$ cat src/rtl/shift_reg_chain_pkg.sv
// Shared types and width helpers for the 74HC595 daisy-chain driver.
package shift_reg_chain_pkg;

    localparam int unsigned REG_BITS = 8;

    typedef enum logic [2:0] {
        IDLE     = 3'd0,
        SHIFT_LO = 3'd1,
        SHIFT_HI = 3'd2,
        LATCH_LO = 3'd3,
        LATCH_HI = 3'd4
    } state_e;

    // Counter width for a range of n values; never narrower than one bit.
    function automatic int unsigned cnt_width(input int unsigned n);
        return (n > 1) ? $clog2(n) : 1;
    endfunction

endpackage

$ cat src/rtl/shift_reg_chain_if.sv
// Controller/board-side signal bundle for shift_reg_chain.
interface shift_reg_chain_if
    import shift_reg_chain_pkg::*;
#(
    parameter int unsigned N_REGS = 3
);
    localparam int unsigned W = REG_BITS * N_REGS;

    logic [W-1:0] i_Data;
    logic         i_Enable;
    logic         o_Ready;
    logic         o_SRCLK;
    logic         o_SER;
    logic         o_RCLK;
    logic         i_QH;
    logic [W-1:0] o_RbData;
    logic         o_RbErr;

    modport master (
        output i_Data, i_Enable, i_QH,
        input  o_Ready, o_SRCLK, o_SER, o_RCLK, o_RbData, o_RbErr
    );

    modport slave (
        input  i_Data, i_Enable, i_QH,
        output o_Ready, o_SRCLK, o_SER, o_RCLK, o_RbData, o_RbErr
    );

endinterface

$ cat src/rtl/shift_reg_chain_clk_div_tick.sv
// Half-period divider: one-cycle tick every CLK_DIV enabled cycles, synchronous clear.
module clk_div_tick
    import shift_reg_chain_pkg::*;
#(
    parameter int unsigned CLK_DIV = 4
) (
    input  logic clk_i,
    input  logic rst_i,
    input  logic en_i,
    input  logic clr_i,
    output logic tick_c_o
);
    localparam int unsigned      CNT_W = cnt_width(CLK_DIV);
    localparam logic [CNT_W-1:0] LAST  = CNT_W'(CLK_DIV - 1);

    logic [CNT_W-1:0] cnt_q;
    logic [CNT_W-1:0] cnt_d;

    always_comb begin
        cnt_d = cnt_q;
        if (clr_i) begin
            cnt_d = '0;
        end else if (en_i) begin
            cnt_d = (cnt_q == LAST) ? '0 : cnt_q + CNT_W'(1);
        end
    end

    always_ff @(posedge clk_i or posedge rst_i) begin
        if (rst_i) begin
            cnt_q <= '0;
        end else begin
            cnt_q <= cnt_d;
        end
    end

    assign tick_c_o = en_i && !clr_i && (cnt_q == LAST);

endmodule

$ cat src/rtl/shift_reg_chain.sv
// Serialises a W-bit frame into a chain of 74HC595s (SER/SRCLK/RCLK).
// Optional readback of the previous chain contents via i_QH: define SHIFTREG_READBACK_EN.
module shift_reg_chain
    import shift_reg_chain_pkg::*;
#(
    parameter int unsigned N_REGS    = 3,
    parameter int unsigned CLK_DIV   = 4,
    parameter bit          MSB_FIRST = 1'b1
) (
    input  logic               i_clk,
    input  logic               i_rst,
    shift_reg_chain_if.slave   bus
);
    localparam int unsigned W     = REG_BITS * N_REGS;
    localparam int unsigned BIT_W = cnt_width(W);

    state_e           state_q, state_d;
    logic [BIT_W-1:0] bit_q, bit_d;
    logic [W-1:0]     shadow_q, shadow_d;
    logic             ready_q, ready_d;
    logic             srclk_q, srclk_d;
    logic             ser_q, ser_d;
    logic             rclk_q, rclk_d;
    logic             ser_bit_c;
    logic             tick_c;
    logic             accept_c;
    logic             last_bit_c;

    assign accept_c   = (state_q == IDLE) && bus.i_Enable && ready_q;
    assign last_bit_c = (bit_q == BIT_W'(W - 1));

    // Every non-idle state lasts exactly one divider period.
    clk_div_tick #(
        .CLK_DIV (CLK_DIV)
    ) u_tick (
        .clk_i    (i_clk),
        .rst_i    (i_rst),
        .en_i     (state_q != IDLE),
        .clr_i    (state_q == IDLE),
        .tick_c_o (tick_c)
    );

    always_ff @(posedge i_clk or posedge i_rst) begin
        if (i_rst) begin
            state_q <= IDLE;
        end else begin
            state_q <= state_d;
        end
    end

    always_comb begin
        state_d = state_q;
        case (state_q)
            IDLE:     if (accept_c) state_d = SHIFT_LO;
            SHIFT_LO: if (tick_c)   state_d = SHIFT_HI;
            SHIFT_HI: if (tick_c)   state_d = last_bit_c ? LATCH_LO : SHIFT_LO;
            LATCH_LO: if (tick_c)   state_d = LATCH_HI;
            LATCH_HI: if (tick_c)   state_d = IDLE;
            default:                state_d = IDLE;
        endcase
    end

    // Outputs are decoded from the next state so pins change on the transition edge.
    always_comb begin
        bit_d    = bit_q;
        shadow_d = shadow_q;
        if (accept_c) begin
            bit_d    = '0;
            shadow_d = bus.i_Data;
        end else if ((state_q == SHIFT_HI) && tick_c) begin
            bit_d    = bit_q + BIT_W'(1);
            shadow_d = MSB_FIRST ? {shadow_q[W-2:0], 1'b0} : {1'b0, shadow_q[W-1:1]};
        end
        ser_bit_c = MSB_FIRST ? shadow_d[W-1] : shadow_d[0];
        ready_d   = (state_d == IDLE);
        srclk_d   = (state_d == SHIFT_HI);
        rclk_d    = (state_d == LATCH_HI);
        ser_d     = ((state_d == SHIFT_LO) || (state_d == SHIFT_HI)) && ser_bit_c;
    end

    always_ff @(posedge i_clk or posedge i_rst) begin
        if (i_rst) begin
            bit_q    <= '0;
            shadow_q <= '0;
            ready_q  <= 1'b1;
            srclk_q  <= 1'b0;
            ser_q    <= 1'b0;
            rclk_q   <= 1'b0;
        end else begin
            bit_q    <= bit_d;
            shadow_q <= shadow_d;
            ready_q  <= ready_d;
            srclk_q  <= srclk_d;
            ser_q    <= ser_d;
            rclk_q   <= rclk_d;
        end
    end

    assign bus.o_Ready = ready_q;
    assign bus.o_SRCLK = srclk_q;
    assign bus.o_SER   = ser_q;
    assign bus.o_RCLK  = rclk_q;

`ifdef SHIFTREG_READBACK_EN
    logic         qh_s1_q, qh_s2_q;
    logic         rise_q, rise2_q;
    logic         have_prev_q;
    logic         rb_err_q;
    logic [W-1:0] rb_shift_q, rb_data_q, frame_q, prev_frame_q;
    logic         rise_c;
    logic         rclk_fall_c;

    assign rise_c      = (state_d == SHIFT_HI) && (state_q != SHIFT_HI);
    assign rclk_fall_c = (state_q == LATCH_HI) && (state_d == IDLE);

    // Two cycles after each SRCLK rise the synchroniser shows QH as it was just before that rise.
    always_ff @(posedge i_clk or posedge i_rst) begin
        if (i_rst) begin
            qh_s1_q      <= 1'b0;
            qh_s2_q      <= 1'b0;
            rise_q       <= 1'b0;
            rise2_q      <= 1'b0;
            have_prev_q  <= 1'b0;
            rb_err_q     <= 1'b0;
            rb_shift_q   <= '0;
            rb_data_q    <= '0;
            frame_q      <= '0;
            prev_frame_q <= '0;
        end else begin
            qh_s1_q <= bus.i_QH;
            qh_s2_q <= qh_s1_q;
            rise_q  <= rise_c;
            rise2_q <= rise_q;
            if (accept_c) begin
                frame_q <= bus.i_Data;
            end
            if (rise2_q) begin
                rb_shift_q <= MSB_FIRST ? {rb_shift_q[W-2:0], qh_s2_q}
                                        : {qh_s2_q, rb_shift_q[W-1:1]};
            end
            if (rclk_fall_c) begin
                rb_data_q    <= rb_shift_q;
                rb_err_q     <= have_prev_q && (rb_shift_q != prev_frame_q);
                prev_frame_q <= frame_q;
                have_prev_q  <= 1'b1;
            end
        end
    end

    assign bus.o_RbData = rb_data_q;
    assign bus.o_RbErr  = rb_err_q;
`else
    logic unused_qh;
    assign unused_qh    = bus.i_QH;
    assign bus.o_RbData = '0;
    assign bus.o_RbErr  = 1'b0;
`endif

endmodule

$ cat src/flat_wrapper.sv
// flat-port wrapper written by rule: the top's interface ports become plain ports
module shift_reg_chain_flat import shift_reg_chain_pkg::*;
#(
    parameter int unsigned N_REGS    = 3,
    parameter int unsigned CLK_DIV   = 4,
    parameter bit          MSB_FIRST = 1'b1
)
  (i_clk, i_rst, bus_i_Data, bus_i_Enable, bus_i_QH, bus_o_Ready, bus_o_SRCLK, bus_o_SER, bus_o_RCLK, bus_o_RbData, bus_o_RbErr);
  shift_reg_chain_if #(.N_REGS(N_REGS)) bus_i ();
  input  logic i_clk;
  input  logic i_rst;
  input wire logic [$bits(bus_i.i_Data)-1:0] bus_i_Data;
  input wire logic [$bits(bus_i.i_Enable)-1:0] bus_i_Enable;
  input wire logic [$bits(bus_i.i_QH)-1:0] bus_i_QH;
  output wire logic [$bits(bus_i.o_Ready)-1:0] bus_o_Ready;
  output wire logic [$bits(bus_i.o_SRCLK)-1:0] bus_o_SRCLK;
  output wire logic [$bits(bus_i.o_SER)-1:0] bus_o_SER;
  output wire logic [$bits(bus_i.o_RCLK)-1:0] bus_o_RCLK;
  output wire logic [$bits(bus_i.o_RbData)-1:0] bus_o_RbData;
  output wire logic [$bits(bus_i.o_RbErr)-1:0] bus_o_RbErr;
  assign bus_i.i_Data = bus_i_Data;
  assign bus_i.i_Enable = bus_i_Enable;
  assign bus_i.i_QH = bus_i_QH;
  assign bus_o_Ready = bus_i.o_Ready;
  assign bus_o_SRCLK = bus_i.o_SRCLK;
  assign bus_o_SER = bus_i.o_SER;
  assign bus_o_RCLK = bus_i.o_RCLK;
  assign bus_o_RbData = bus_i.o_RbData;
  assign bus_o_RbErr = bus_i.o_RbErr;
  shift_reg_chain #(.N_REGS(N_REGS), .CLK_DIV(CLK_DIV), .MSB_FIRST(MSB_FIRST)) u_core (.i_clk(i_clk), .i_rst(i_rst), .bus(bus_i));
endmodule
$ cat config.mk
export PLATFORM = sky130hd
export DESIGN_NAME = shift_reg_chain_flat
export DESIGN_NICKNAME = d
export VERILOG_FILES = /design/src/rtl/shift_reg_chain_pkg.sv /design/src/rtl/shift_reg_chain_if.sv /design/src/rtl/shift_reg_chain_clk_div_tick.sv /design/src/rtl/shift_reg_chain.sv /design/src/flat_wrapper.sv
export SDC_FILE = /design/constraint.sdc
export NUM_CORES = 1
export LEC_CHECK = 0
export BUFFER_PORTS_ARGS = -buffer_cell sky130_fd_sc_hd__buf_4
export CAP_MARGIN = 10
export CORE_MARGIN = 3
export CORE_UTILIZATION = 45
export DETAILED_ROUTE_END_ITERATION = 16
export GPL_ROUTABILITY_DRIVEN = 0
export GPL_TIMING_DRIVEN = 0
export PLACE_DENSITY = 0.73
export SETUP_SLACK_MARGIN = 0.4
export SYNTH_ARGS = -nofsm -noshare
export SYNTH_HDL_FRONTEND = slang
export SYNTH_HIERARCHICAL = 1
export SYNTH_SLANG_ARGS = --single-unit
$ cat constraint.sdc
create_clock -name i_clk -period 2.1 [get_ports i_clk]
set_input_delay 0.42 -clock i_clk [delete_from_list [all_inputs] [get_ports i_clk]]
set_output_delay 0.42 -clock i_clk [all_outputs]
set_load 0.05 [all_outputs]
Yosys cells after proc, flatten, opt, wreduce, memory -nomap -nowiden
Index checks and enable logic that the tools add are counted.
{ "totals": {"regBits": 38, "output_inout_bits": 29, "elab_cells": 47} }
{ "op_classes": {"add_sub_neg": 2, "n_eq_ne": 9, "muxes": 14, "n_reduce_logical": 13} }
{ "op_table": {"columns": ["op", "count"], "rows": [
  ["$mux W24", 2],
  ["$mux W3", 5],
  ["$pmux W3 S5", 1],
  ["$mux W5", 2],
  ["$eq A3 B2 Y1 const B", 3],
  ["$mux W2", 4],
  ["$eq A3 B1 Y1 const B", 2],
  ["$eq A3 B3 Y1 const B", 2],
  ["$logic_and A1 B1 Y1", 6],
  ["$logic_not A3 Y1", 2],
  ["$add A5 B1 Y5 const B", 1],
  ["$eq A5 B5 Y1 const B", 1],
  ["$reduce_bool A2 Y1", 2],
  ["$reduce_bool A3 Y1", 1],
  ["$add A2 B1 Y2 const B", 1],
  ["$eq A2 B2 Y1 const B", 1],
  ["$logic_not A1 Y1", 1],
  ["$logic_or A1 B1 Y1", 1]
]} }

Longest topological paths before layout
{ "depth": {"depth_word": 9, "depth_mapped": 11} }

Modules after synthesis
Netlist, hierarchy kept.
{ "modules_own_cells": {"columns": ["module", "n_inst", "cells_per_inst", "area_each_um2", "seq_area_each_um2"], "rows": [
  ["shift_reg_chain", 1, 189, 1938.1, 902.1],
  ["clk_div_tick", 1, 11, 111.4, 50.0]
]} }

Worst setup path after synthesis
No wires, ideal clock.
{ "synth_path": {"kind": "register -> register", "startpoint": "register u_core.state_q[2]", "endpoint": "register u_core.ser_q, in the netlist u_core/bus.o_SER", "t_arrival_ns": 1.982, "required_time_ns": 1.976, "slack_ns": -0.006, "path_stages_with_launch": 11, "synth_period_minus_slack_ns": 2.106, "cell_sequence": "dfrtp_1 > buf_4 > nor3_4 > inv_1 > nand2_1 > nor2_1 > buf_2 > and4bb_4 > mux2_4 > mux2_4 > a21boi_1"} }
{ "synth_lines": {"columns": ["item", "line_no", "text"], "rows": [
  ["start, declared", "shift_reg_chain.sv:17", "state_e state_q, state_d;"],
  ["start signal, assigned", "shift_reg_chain.sv:47", "state_q <= state_d;"],
  ["$logic_not A3 Y1", "shift_reg_chain.sv:39", ".clr_i (state_q == IDLE),"],
  ["$logic_not A1 Y1", "shift_reg_chain_clk_div_tick.sv:36", "assign tick_c_o = en_i && !clr_i && (cnt_q == LAST);"],
  ["$logic_and A1 B1 Y1 * (2 in series)", "shift_reg_chain_clk_div_tick.sv:36", null],
  ["net u_core.tick_c", "shift_reg_chain.sv:25", "logic tick_c;"],
  ["$logic_and A1 B1 Y1 *", "shift_reg_chain.sv:70", "end else if ((state_q == SHIFT_HI) && tick_c) begin"],
  ["$mux W24 *", "shift_reg_chain.sv:70", null],
  ["$mux W24 *", "shift_reg_chain.sv:67", "if (accept_c) begin"],
  ["net u_core.shadow_d[23]", "shift_reg_chain.sv:19", "logic [W-1:0] shadow_q, shadow_d;"],
  ["$logic_and A1 B1 Y1 *", "shift_reg_chain.sv:78", "ser_d = ((state_d == SHIFT_LO) || (state_d == SHIFT_HI)) && ser_bit_c;"],
  ["net u_core.ser_d", "shift_reg_chain.sv:22", "logic ser_q, ser_d;"],
  ["end signal, assigned", "shift_reg_chain.sv:94", "ser_q <= ser_d;"],
  ["end, declared", "shift_reg_chain.sv:22", null]
]} }
Mark *: on every way through the listed nets, which the timed path passes. The rest lies on a longest branch. The select of a mux whose other input is x is not followed.
A chain may end at the register's enable or synchronous reset.

Worst setup path in the final report
{ "layout_path": {"startpoint": "register u_core.state_q[0]", "endpoint": "register u_core.ser_q, in the netlist u_core/bus.o_SER"} }
Same word-level chain as after synthesis.

==> flow_metrics.env <==
export IMPL_status="completed"
export IMPL_ioPinCount=57
export IMPL_avgRoutedWirePerCell_um=12.3
export IMPL_core_area_um2=4200
export IMPL_final_cells=328
export IMPL_cp_common_cell="mux2_4"
export IMPL_finClkSkew_ns=0.0102
export IMPL_wl_met2_mm=1.95
export IMPL_finalWorstPathRequiredPeriod_ns=2.08
export IMPL_end_kind="flop"
export IMPL_grt_use_total_pct=15.1
export IMPL_seqPwrFrac_pct=41.0
export IMPL_vdd_ir_drop_max_v=0.000604
export IMPL_start_kind="flop"
export IMPL_via_count=1532
export IMPL_power_density_nw_per_um2=1100
export IMPL_ys_seq_elements=38
export IMPL_dr_wl_met3_um=214
export IMPL_layout_drive_gt1_share_pct=38.8
export IMPL_viasPerCell=4.67
export IMPL_rsz0062_at_grt="true"
export IMPL_r2r_end="u_core/bus.o_SER"
export IMPL_htree_levels=2
export IMPL_setup_slack_ns=0.0221
export IMPL_rrSetupSlack_ns=0.02
export IMPL_drv_cap=0
export IMPL_cpMaxStageDelayCell="dfrtp_1"
export IMPL_worst_pin_slew_ns=0.801
export IMPL_antenna_cells=0
export IMPL_period_share_pct=98.9
export IMPL_drc=0
export IMPL_placed_cells=305
export IMPL_holdPathStages=3
export IMPL_dr_pass1_iters=4
export IMPL_hold_viol_final=0
export IMPL_slew_headroom_pct=46.5
export IMPL_power_total_mw=3.10
export IMPL_syn_area_um2=2050
export IMPL_critical_path_class="flop to flop"
export IMPL_max_freq_mhz=481
export IMPL_synth_seq_area_share_pct=46.5
export IMPL_slowest_delay_ns=0.40
export IMPL_synthCells=200
export IMPL_clockPowerShare_pct=18.6
export IMPL_start_util_pct=48.8
export IMPL_highest_layer="met4"
export IMPL_clk_path_buf_depth=2
export IMPL_cts_buffers=5
export IMPL_cp_required_ns=2.26
export IMPL_die_x_um=73.5
export IMPL_insertion_delay_ns=0.29
export IMPL_sw_frac_of_total_pct=34.9
export IMPL_final_cell_area_um2=2830
export IMPL_syn_area_per_cell_um2=10.2
export IMPL_cts_sinks=38
export IMPL_synth_warnings=6
export IMPL_dp_final_hpwl_mm=2.73
export IMPL_reg2reg_depth=10
export IMPL_die_h_um=73.5
export IMPL_wirelength_mm=4.04
export IMPL_grt_max_degree=20
export IMPL_syn_to_final_growth_pct=38.0
export IMPL_arrival_ns=2.24
export IMPL_drt_iter0_drc=71
export IMPL_io_buffers=30
export IMPL_dominantRegCellSynth="dfrtp_1"
export IMPL_row_count=23
export IMPL_antenna_left=0
export IMPL_internal_power_mw=2.02
export IMPL_async_reset_ff_share_pct=100
export IMPL_overflow=0
export IMPL_wl_met1_mm=1.83
export IMPL_path_clk_slew_ns=0.08
export IMPL_hold_ws_ns=0.334
export IMPL_r2r_start="u_core/state_q[0]"
export IMPL_dpl_cell_area_um2=2480
export IMPL_cp_max_fo=4
export IMPL_min_path_type="input port to flop"
export IMPL_slew_viol_final=0
export IMPL_power_leakage_nw=1.39
export IMPL_setup_viol=0
export IMPL_nNetsFinal=307
export IMPL_worstHoldEndpoint="u_core/shadow_q[15]"
export IMPL_antenna_found_initial=0
export IMPL_synth_edf_count=0
export IMPL_ys_types=38
export IMPL_crit_chain="buf_6, nor3_4, inv_2, nand2_1, nor2_1, buf_4, and4bb_4, mux2_4, mux2_4, a21boi_1"
export IMPL_cts_tree="yes"
export IMPL_post_place_ws_ns=-0.0392
export IMPL_grt_pass1_wl_mm=6.21
export IMPL_combinationalPowerShare_pct=40.4
export IMPL_p_sw_mw=1.08
export IMPL_min_from="bus_i_Data[15]"
export IMPL_tns_ns=0
export IMPL_yosys_top_cells_area="dfrtp_1, mux2i_1, buf_4"
export IMPL_clock_root_buffer="clkbuf_8"
export IMPL_synth_top_area_share_pct=45.2
export IMPL_final_util_pct=67.3
export IMPL_synth_top_cell_by_area="dfrtp_1"
export IMPL_grt_pass1_vias=1421
export IMPL_die_area_um2=5400
## layout make-up
type | count | area, um^2
fillers | 330 | 1370
repair buffers | 46 | 438
plain buffers | 38 | 315
flip-flops and latches | 38 | 952
multi-input cells | 144 | 936
inverters | 4 | 15.0
clock buffers | 8 | 110
well taps | 50 | 62.6
## cells in the final DEF (no fill, tap or decap), types with 2 or more instances in the layout
master,n
buf_4,66
dfrtp_1,37
nand2_1,26
conb_1,25
mux2i_1,22
o21ai_1,20
nor2_1,11
clkbuf_8,8
buf_6,6
buf_2,3
inv_1,3
buf_16,2
clkbuf_16,2
and3_1,2
buf_12,2
nand4_1,2
xor2_1,2
a22o_1,2
a21o_1,2
or2_2,2
mux2_4,2
ha_1,2
## registers in the layout, summed over array words and instances, names as in the netlist
name,cells
u_core/bus.o_Ready,1
u_core/state_q,3
u_core/bit_q,5
u_core/bus.o_RCLK,1
u_core/bus.o_SRCLK,1
u_core/u_tick/cnt_q,2
u_core/shadow_q,24
u_core/bus.o_SER,1
## power by group through the flow
stage	sequential, mW	clock (mW)	combinational (mW)
CTS	1.25	0.597	1.19
finish	1.27	0.577	1.25
global route	1.31	0.611	1.38
global placement	1.25	0	1.05
floorplan	1.30	0	0.805
detailed placement	1.26	0	1.09
## critical path, delay by kind of cell (launching register included)
| kind | cells | cell delay [ns] |
|---|---|---|
| buf+inv | 3 | 0.32 |
| mux | 2 | 0.57 |
| flops | 1 | 0.40 |
| compound gates | 1 | 0.13 |
| simple gates | 4 | 0.52 |
## logic make-up (layout without fill, tap and decap cells)
| kind of cell | after synthesis | count (layout) | share of synthesized area, % |
|---|---|---|---|
| flops | 38 | 38 | 46.5 |
| mux | 26 | 26 | 13.2 |
| simple gates | 56 | 56 | 13.8 |
| other cells | 1 | 25 | 0.183 |
| compound gates | 31 | 31 | 8.91 |
| fa+ha+maj | 2 | 2 | 1.22 |
| buf+inv | 42 | 96 | 14.5 |
| xor+xnor | 4 | 4 | 1.71 |
## synthesized netlist by cell type, drive strengths merged, types with 3 or more instances
cell type	number
o21ai	22
nand2	27
mux2	3
inv	4
xor2	3
nor2	12
dfrtp	37
mux2i	23
buf	37
## worst max path at each step
stage,from,end,cells after the start
after floorplan,u_core/state_q[0],u_core/bus.o_SER,10
after global placement,u_core/state_q[1],u_core/bus.o_SER,10
after detailed placement,u_core/state_q[1],u_core/bus.o_SER,10
after CTS,u_core/state_q[1],u_core/bus.o_SER,10
after global routing,u_core/state_q[0],u_core/bus.o_SER,10
final,u_core/state_q[0],u_core/bus.o_SER,10
## layer usage
| metal | global-route usage [%] | vias up |
|---|---|---|
| met4 | 5.43 | 0 |
| met3 | 4.24 | 3 |
| met2 | 24.1 | 41 |
| met1 | 19.6 | 715 |
| li1 | - | 773 |
| met5 | 0 | - |
## timing repair
action,in CTS,in global routing
setup endpoints to repair,32,34
hold buffers,1,0
endpoints found under the hold margin,2,0
cloned,1,2
pin swaps,3,11
gates resized for setup,15,12
buffers inserted,9,2
Note: power is estimated with default switching activity, not from simulation.
